**config.mk**
```make
export PLATFORM = sky130hd
export DESIGN_NAME = ula_sched
export DESIGN_NICKNAME = d
export VERILOG_FILES = /design/src/rtl/ula_pkg.sv /design/src/rtl/ula_core.sv /design/src/rtl/ula_sched.sv
export SDC_FILE = /design/constraint.sdc
export NUM_CORES = 1
export LEC_CHECK = 0
export CAP_MARGIN = 40
export CELL_PAD_IN_SITES_DETAIL_PLACEMENT = 1
export CELL_PAD_IN_SITES_GLOBAL_PLACEMENT = 1
export CORE_ASPECT_RATIO = 1.25
export CORE_MARGIN = 8
export CORE_UTILIZATION = 40
export CTS_CLUSTER_DIAMETER = 80
export DETAILED_ROUTE_END_ITERATION = 16
export GPL_ROUTABILITY_DRIVEN = 0
export PLACE_DENSITY_LB_ADDON = 0.1
export SKIP_LAST_GASP = 1
export SLEW_MARGIN = 20
export SYNTH_ARGS = -nofsm -noshare
export SYNTH_HDL_FRONTEND = slang
export SYNTH_SLANG_ARGS = --single-unit
```
**constraint.sdc**
```tcl
create_clock -name CLOCK_27 -period 9.6 [get_ports CLOCK_27]
set_clock_uncertainty 0.15 [all_clocks]
set_input_delay 1.92 -clock CLOCK_27 [delete_from_list [all_inputs] [get_ports CLOCK_27]]
set_output_delay 1.92 -clock CLOCK_27 [all_outputs]
set_load 0.02 [all_outputs]
```
**src/rtl/ula_pkg.sv**
```systemverilog
`default_nettype none
// ============================================================================
// Module      : ula_pkg
// Description : Shared definitions for the ULA scheduler: op-code width,
//               op-code constants and the scheduler state encoding.
// Revision    : 1.0 - initial release
// ============================================================================
package ula_pkg;

    // Width of the per-requester operation code
    localparam int c_OP_W = 3;

    // Operation codes
    localparam logic [c_OP_W-1:0] c_OP_ADD = 3'd0;
    localparam logic [c_OP_W-1:0] c_OP_SUB = 3'd1;
    localparam logic [c_OP_W-1:0] c_OP_MUL = 3'd2;
    localparam logic [c_OP_W-1:0] c_OP_DIV = 3'd3;
    localparam logic [c_OP_W-1:0] c_OP_AND = 3'd4;
    localparam logic [c_OP_W-1:0] c_OP_OR  = 3'd5;
    localparam logic [c_OP_W-1:0] c_OP_XOR = 3'd6;
    localparam logic [c_OP_W-1:0] c_OP_NOR = 3'd7;

    // Scheduler states
    typedef enum logic [1:0] {
        ST_IDLE = 2'd0,
        ST_EXEC = 2'd1,
        ST_DONE = 2'd2
    } state_t;

    // True for the multi-cycle operations
    function automatic logic is_muldiv(input logic [c_OP_W-1:0] op);
        return (op == c_OP_MUL) || (op == c_OP_DIV);
    endfunction

endpackage
`default_nettype wire

```
**src/rtl/ula_core.sv**
```systemverilog
`default_nettype none
// ============================================================================
// Module      : ula_core
// Description : Purely combinational arithmetic/logic datapath.
//               Operands are unsigned and zero-extended to 2*DW bits.
// Ports       : op_i     - operation code
//               a_i, b_i - DW-bit operands
//               result_o - 2*DW-bit result
//               dz_o     - divide-by-zero flag
// Revision    : 1.0 - initial release
// ============================================================================
module ula_core
    import ula_pkg::*;
#(
    parameter int DW = 3
) (
    input  logic [c_OP_W-1:0] op_i,
    input  logic [DW-1:0]     a_i,
    input  logic [DW-1:0]     b_i,
    output logic [2*DW-1:0]   result_o,
    output logic              dz_o
);

    logic [2*DW-1:0] za_w;
    logic [2*DW-1:0] zb_w;

    assign za_w = {{DW{1'b0}}, a_i};
    assign zb_w = {{DW{1'b0}}, b_i};

    always_comb begin
        result_o = '0;
        dz_o     = 1'b0;
        case (op_i)
            c_OP_ADD: result_o = za_w + zb_w;
            c_OP_SUB: result_o = za_w - zb_w;
            c_OP_MUL: result_o = za_w * zb_w;
            c_OP_DIV: begin
                if (b_i == '0) begin
                    result_o = '1;
                    dz_o     = 1'b1;
                end else begin
                    result_o = za_w / zb_w;
                end
            end
            // Logic ops are evaluated on DW bits, so NOR never sets upper bits
            c_OP_AND: result_o = {{DW{1'b0}}, a_i & b_i};
            c_OP_OR:  result_o = {{DW{1'b0}}, a_i | b_i};
            c_OP_XOR: result_o = {{DW{1'b0}}, a_i ^ b_i};
            c_OP_NOR: result_o = {{DW{1'b0}}, ~(a_i | b_i)};
            default:  result_o = '0;
        endcase
    end

endmodule
`default_nettype wire

```
**src/rtl/ula_sched.sv**
```systemverilog
`default_nettype none
// ============================================================================
// Module      : ula_sched
// Description : Two-port round-robin scheduler in front of a shared ALU.
//               IDLE arbitrates and captures the winner's op/operands,
//               EXEC counts the operation latency, DONE presents the result.
// Ports       : CLOCK_27          - clock
//               RST_N             - asynchronous active-low reset
//               req_i[1:0]        - level requests, one per port
//               op0_i/op1_i       - op codes per port
//               a0_i/b0_i/a1_i/b1_i - operands per port
//               gnt_o[1:0]        - one-hot grant pulse (operands captured)
//               done_o[1:0]       - one-hot completion pulse
//               result_o          - last result, held until next completion
//               dz_o              - divide-by-zero flag of last result
//               busy_o            - high whenever not in IDLE
// Revision    : 1.0 - initial release
// ============================================================================
module ula_sched
    import ula_pkg::*;
#(
    parameter int DW         = 3,
    parameter int MULDIV_LAT = 2
) (
    input  logic              CLOCK_27,
    input  logic              RST_N,
    input  logic [1:0]        req_i,
    input  logic [c_OP_W-1:0] op0_i,
    input  logic [c_OP_W-1:0] op1_i,
    input  logic [DW-1:0]     a0_i,
    input  logic [DW-1:0]     b0_i,
    input  logic [DW-1:0]     a1_i,
    input  logic [DW-1:0]     b1_i,
    output logic [1:0]        gnt_o,
    output logic [1:0]        done_o,
    output logic [2*DW-1:0]   result_o,
    output logic              dz_o,
    output logic              busy_o
);

    localparam logic [2:0] c_LAT = 3'(MULDIV_LAT);

    state_t            state_q;
    logic              owner_q;
    logic              prio_q;     // index of the port that wins a tie
    logic [c_OP_W-1:0] op_q;
    logic [DW-1:0]     a_q;
    logic [DW-1:0]     b_q;
    logic [2:0]        cnt_q;
    logic [1:0]        gnt_q;
    logic [1:0]        done_q;
    logic [2*DW-1:0]   result_q;
    logic              dz_q;

    logic              winner_d;
    logic [c_OP_W-1:0] op_d;
    logic [2:0]        len_d;
    logic [2*DW-1:0]   core_res_w;
    logic              core_dz_w;

    // A lone request always wins; on a tie the pointer decides
    assign winner_d = (req_i == 2'b11) ? prio_q : req_i[1];
    assign op_d     = winner_d ? op1_i : op0_i;
    assign len_d    = is_muldiv(op_d) ? c_LAT : 3'd1;

    ula_core #(
        .DW (DW)
    ) u_core (
        .op_i     (op_q),
        .a_i      (a_q),
        .b_i      (b_q),
        .result_o (core_res_w),
        .dz_o     (core_dz_w)
    );

    // The counter is loaded with the EXEC length and the state leaves EXEC
    // one edge after it reaches zero, so done_o rises exactly
    // (EXEC length + 1) edges after the grant edge.
    always_ff @(posedge CLOCK_27 or negedge RST_N) begin
        if (!RST_N) begin
            state_q  <= ST_IDLE;
            owner_q  <= 1'b0;
            prio_q   <= 1'b0;
            op_q     <= '0;
            a_q      <= '0;
            b_q      <= '0;
            cnt_q    <= '0;
            gnt_q    <= '0;
            done_q   <= '0;
            result_q <= '0;
            dz_q     <= 1'b0;
        end else begin
            gnt_q  <= '0;
            done_q <= '0;
            case (state_q)
                ST_IDLE: begin
                    if (|req_i) begin
                        owner_q <= winner_d;
                        prio_q  <= ~winner_d;
                        gnt_q   <= winner_d ? 2'b10 : 2'b01;
                        op_q    <= op_d;
                        a_q     <= winner_d ? a1_i : a0_i;
                        b_q     <= winner_d ? b1_i : b0_i;
                        cnt_q   <= len_d;
                        state_q <= ST_EXEC;
                    end
                end
                ST_EXEC: begin
                    if (cnt_q == 3'd0) begin
                        result_q <= core_res_w;
                        dz_q     <= core_dz_w;
                        done_q   <= owner_q ? 2'b10 : 2'b01;
                        state_q  <= ST_DONE;
                    end else begin
                        cnt_q <= cnt_q - 3'd1;
                    end
                end
                ST_DONE: begin
                    // No arbitration here: requesters are still dropping req_i
                    state_q <= ST_IDLE;
                end
                default: begin
                    state_q <= ST_IDLE;
                end
            endcase
        end
    end

    assign gnt_o    = gnt_q;
    assign done_o   = done_q;
    assign result_o = result_q;
    assign dz_o     = dz_q;
    assign busy_o   = (state_q != ST_IDLE);

endmodule
`default_nettype wire

```
Yosys cells after proc, flatten, opt, wreduce, memory -nomap -nowiden
Cells that the tools add are included.
{"block": "word_totals", "reg_bits": 27, "latchBits": 0, "ram_bits": 0, "romBits": 0, "input_bits": 22, "output_inout_bits": 12, "elab_cells": 68, "memories": 0}
{"block": "op_classes", "addsub": 3, "mul": 1, "n_div": 1, "order_cmp": 0, "n_eq_ne": 14, "n_shift": 0, "muxes": 21, "bitwise": 5, "reduce_logical": 12}
{"operator": "$pmux W6 S8", "count": 1}
{"operator": "$mux W2", "count": 9}
{"operator": "$mux W3", "count": 5}
{"operator": "$eq A3 B2 Y1 const B", "count": 4}
{"operator": "$eq A3 B3 Y1 const B", "count": 4}
{"operator": "$logic_not A3 Y1", "count": 3}
{"operator": "$div A3 B3 Y6", "count": 1}
{"operator": "$mul A3 B3 Y6", "count": 1}
{"operator": "$mux W6", "count": 1}
{"operator": "$ne A2 B2 Y1 const B", "count": 3}
{"operator": "$pmux W3 S2", "count": 1}
{"operator": "$reduce_and A2 Y1", "count": 3}
{"operator": "$add A3 B3 Y4", "count": 1}
{"operator": "$pmux W2 S2", "count": 1}
{"operator": "$reduce_bool A2 Y1", "count": 2}
{"operator": "$sub A3 B3 Y4", "count": 1}
{"operator": "$and A3 B3 Y3", "count": 1}
{"operator": "$eq A3 B1 Y1 const B", "count": 1}
{"operator": "$mux W1", "count": 3}
{"operator": "$not A3 Y3", "count": 1}
{"operator": "$or A3 B3 Y3", "count": 1}
{"operator": "$reduce_and A3 Y1", "count": 1}
{"operator": "$sub A3 B1 Y3 const B", "count": 1}
{"operator": "$xor A3 B3 Y3", "count": 1}
{"operator": "other kinds (6)", "count": 6}

Longest topological paths before layout
{"block": "depth", "depth_word": 8, "mapped_depth": 28, "depth_no_buf": 28}

By module
A second synthesis with hierarchy kept.
{"block": "unflattened", "cells_unflattened": 271, "hier_area_um2": 2474.9}
{"module": "ula_core", "n_inst": 1, "cells_each": 178, "area_each_um2": 1305.0, "seq_area_each_um2": 0.0}
{"module": "ula_sched", "n_inst": 1, "cells_each": 93, "area_each_um2": 1169.9, "seq_area_each_um2": 675.6}

Least setup slack after synthesis
No wires, ideal clock.
{"block": "synth_path", "path_kind": "register to register", "start": "register b_q[1]", "end": "register result_q[0], in the netlist result_o[0]", "setup_ps": 87, "t_arrival_ps": 5130, "t_required_ps": 9363, "setup_slack_ps": 4233, "path_stages_with_launch": 26, "path_buffers": 0, "period_less_slack_ps": 5367, "path_cell_list": "dfrtp_1 inv_1 ha_1 o31ai_1 and2_1 ha_1 a21boi_1 nor2_1 mux2_1 ha_1 o21ai_1 nand2b_1 a21oi_2 mux2i_1 ha_1 o21ai_1 nand2b_1 a21oi_1 and2_1 nand2_1 mux2_1 ha_1 o21ai_0 and3_1 and4b_1 a211oi_2"}
{"block": "synth_between", "elab_chain_len": 3, "elab_cells_between_ends": 4, "classes_between": "1 x div; 2 x mux; 1 x reduce/logical"}
{"item": "start: declaration", "line_no": "ula_sched.sv:48", "source": "logic [DW-1:0] b_q;"}
{"item": "start signal: assignment", "line_no": "ula_sched.sv:103", "source": "b_q <= winner_d ? b1_i : b0_i;"}
{"item": "$div A3 B3 Y6 or $logic_not A3 Y1 (tied branches)", "line_no": "ula_core.sv:42, ula_core.sv:38"}
{"item": "$mux W6 *", "line_no": "ula_core.sv:38", "source": "if (b_i == '0) begin"}
{"item": "$pmux W6 S8 *", "line_no": "ula_core.sv:33", "source": "case (op_i)"}
{"item": "end signal: assignment", "line_no": "ula_sched.sv:110", "source": "result_q <= core_res_w;"}
{"item": "end: declaration", "line_no": "ula_sched.sv:52", "source": "logic [2*DW-1:0] result_q;"}
Mark *: on every way between the ends. The rest lies on a longest branch, timed or not.
A chain may end at the register's enable or synchronous reset.

Worst setup path after layout
Ends and elaborated chain as after synthesis.

==> flow_summary.json <==
{
  "fp.dieH_microns": 101,
  "antenna_found_initial": 0,
  "relSlewSlack_pct": 52.1,
  "yosysTopAreaCell": "dfrtp_1",
  "fmax_ghz": 0.164,
  "holdWs_ns": 0.311,
  "clock-sinks": 27,
  "tightest_slew_ns": 0.715,
  "slew_viol_final": 0,
  "final_cell_mix": "clkdlybuf4s50_1, ha_1, dfrtp_1",
  "diodes": 0,
  "required_ns": 9.65,
  "synth_top_area_share_pct": 28.9,
  "critPathMaxFanout": 12,
  "synth-seq-area-share_pct": 28.9,
  "cts.path.max_buffers": 2,
  "synthCells": 263,
  "synth-simple-area-share_pct": 17.6,
  "synth_compound_area_share_pct": 20.2,
  "finalCritPeriodShare_pct": 63.3,
  "yosys_register_bits": 27,
  "wl_microns": 6060,
  "cts_setup_buffers": 0,
  "cts_resized": 0,
  "grt_usage_pct": 14.7,
  "wl_per_cell_microns": 16.8,
  "synth_cell_types": 54,
  "layout-drive-gt1-share_pct": 4.07,
  "synth_edf_count": 0,
  "io_pins": 34,
  "hold_viol_final": 0,
  "slowest_delay_ns": 0.42,
  "grt_pass1_wl_microns": 10300,
  "cp-start-kind": "flop",
  "grt_max_degree": 28,
  "setup-tns-final_ns": 0,
  "first_iter_violations": 128,
  "crit_arrival_ns": 6.13,
  "synthMuxAreaShare_pct": 4.17,
  "synth_warnings": 0,
  "ant_nets": 0,
  "synth-xor-area-share_pct": 3.00,
  "grt_pass1_vias": 2168,
  "path_clk_slew_ns": 0.11,
  "cp_common_cell": "ha_1",
  "synth_area_sq_um": 2340,
  "insertion_delay_ns": 0.28,
  "start_util_pct": 40.7,
  "overflow": 0,
  "crit_path_top_delay_cell": "dfrtp_1",
  "holdBufCountCts": 0,
  "num_rows": 31,
  "drtPass1Iterations": 8,
  "outcome": "completed",
  "via_count": 2038,
  "yosys_most_used_dff": "dfrtp_1",
  "r2r_cells": 26,
  "final_common_cell": "clkdlybuf4s50_1",
  "die_x_microns": 84.4,
  "cap_violations": 0,
  "viasPerCell": 5.65,
  "path_class": "flop to flop",
  "min_period_ns": 6.08,
  "post-dp-hpwl_microns": 4940,
  "synthTopCellsByArea": "dfrtp_1, ha_1, inv_1, fa_1, nor2_1",
  "seqCellArea_sq_um": 676,
  "min_path_type": "flop to flop",
  "htreeDepth": 1,
  "numCtsBuffers": 3,
  "area_growth_pct": 19.3,
  "hold_depth": 1,
  "die_area_sq_um": 8560,
  "coreArea_sq_um": 5740,
  "synthAdderAreaFrac_pct": 20.4,
  "rsz0062_at_grt": "false",
  "synth_top_family_by_area": "adder cells",
  "num-fill-cells": 687,
  "end_kind": "flop",
  "route.detailed.drc": 0,
  "layout.nets": 353,
  "root_buffer": "clkbuf_8",
  "syn_area_per_cell_sq_um": 8.89,
  "cts_tree": "yes",
  "io_buffer_count": 33,
  "setup_violations": 0,
  "multi_input_area_sq_um": 1540,
  "async_reset_ff_share_pct": 100
}
==> layer usage <==
metal	vias up	track usage [%]	part of all wire [%]
met4	0	4.12	1.4
met1	1006	17.1	43
li1	1000	-	-
met2	26	27.6	54
met3	6	1.79	1.7
met5	-	0	0
==> stage by stage <==
stage	utilization (%)	setup slack (ns)	std cells	area, sq um
after floorplan	-	4.23	264	2340
after global placement	47.6	3.82	356	2730
after detailed placement	47.7	3.52	357	2740
after CTS	48.6	3.50	361	2790
after global routing	48.6	3.00	361	2790
final	48.6	3.52	361	2790
==> final timing paths <==
path | from | endpoint | slack [ns]
min reg2reg | owner_q | done_o[0] | 0.31
max | b_q[1] | result_o[0] | 3.52
min | owner_q | done_o[0] | 0.31
max in group asynchronous | RST_N | a_q[1] | 7.18
max reg2reg | b_q[1] | result_o[0] | 3.52
min in group asynchronous | RST_N | cnt_q[1] | 1.84
==> sequential cells by signal, summed over array words and instances, names as in the netlist <==
name and cells:
cnt_q 3, a_q 3, b_q 3, owner_q 1
done_o 2, dz_o 1, op_q 3, state_q 2
result_o 6, gnt_o 2, prio_q 1
==> synth_stat cells, types with 2 or more instances <==
| cell type | instances |
|---|---|
| o21ai_1 | 6 |
| dfrtp_1 | 27 |
| o32ai_1 | 2 |
| a31oi_1 | 4 |
| fa_1 | 4 |
| ha_1 | 31 |
| xor2_1 | 2 |
| nor2b_1 | 7 |
| mux2i_1 | 6 |
| nor2_1 | 21 |
| nand3b_1 | 3 |
| inv_1 | 25 |
| xnor2_1 | 6 |
| and2_1 | 4 |
| nand3_1 | 4 |
| a211oi_1 | 2 |
| nand2b_1 | 4 |
| a21oi_1 | 13 |
| o21ai_0 | 14 |
| nor3b_1 | 5 |
| nand2_1 | 15 |
| nor3_1 | 7 |
| clkbuf_1 | 6 |
| a222oi_1 | 7 |
| o31ai_1 | 3 |
| or3_1 | 3 |
| mux2_1 | 2 |
| a21o_1 | 3 |
| a21boi_0 | 2 |
==> worst max-delay path, delay by kind of cell (launching register included) <==
family,cells,cell delay (ns)
AOI/OAI and AO/OA,9,1.55
adders and majority gates,5,1.51
and+or+nand+nor,8,1.29
muxes,3,0.83
DFF,1,0.42
buffers and inverters,1,0.26
==> layout make-up <==
class	instances	share of cell area [%]
flip-flops and latches	27	24.2
repair buffers	35	12.4
multi-input cells	203	55.1
inverters	26	3.50
clock inverters	1	0.314
well taps	66	2.96
clock buffers	3	1.48
==> logic make-up (layout without fill, tap and decap cells) <==
| kind of cell | Yosys count | after routing |
|---|---|---|
| XOR/XNOR | 8 | 8 |
| AO/OA/AOI/OAI | 69 | 69 |
| adder cells (fa/ha/maj) | 36 | 36 |
| AND/OR/NAND/NOR | 79 | 79 |
| other | 1 | 2 |
| multiplexers | 9 | 9 |
| buffers and inverters | 34 | 65 |
| flip-flops | 27 | 27 |
Power is not shown: default switching activity piles up to over one toggle a cycle in this logic, so the estimate is an artifact.
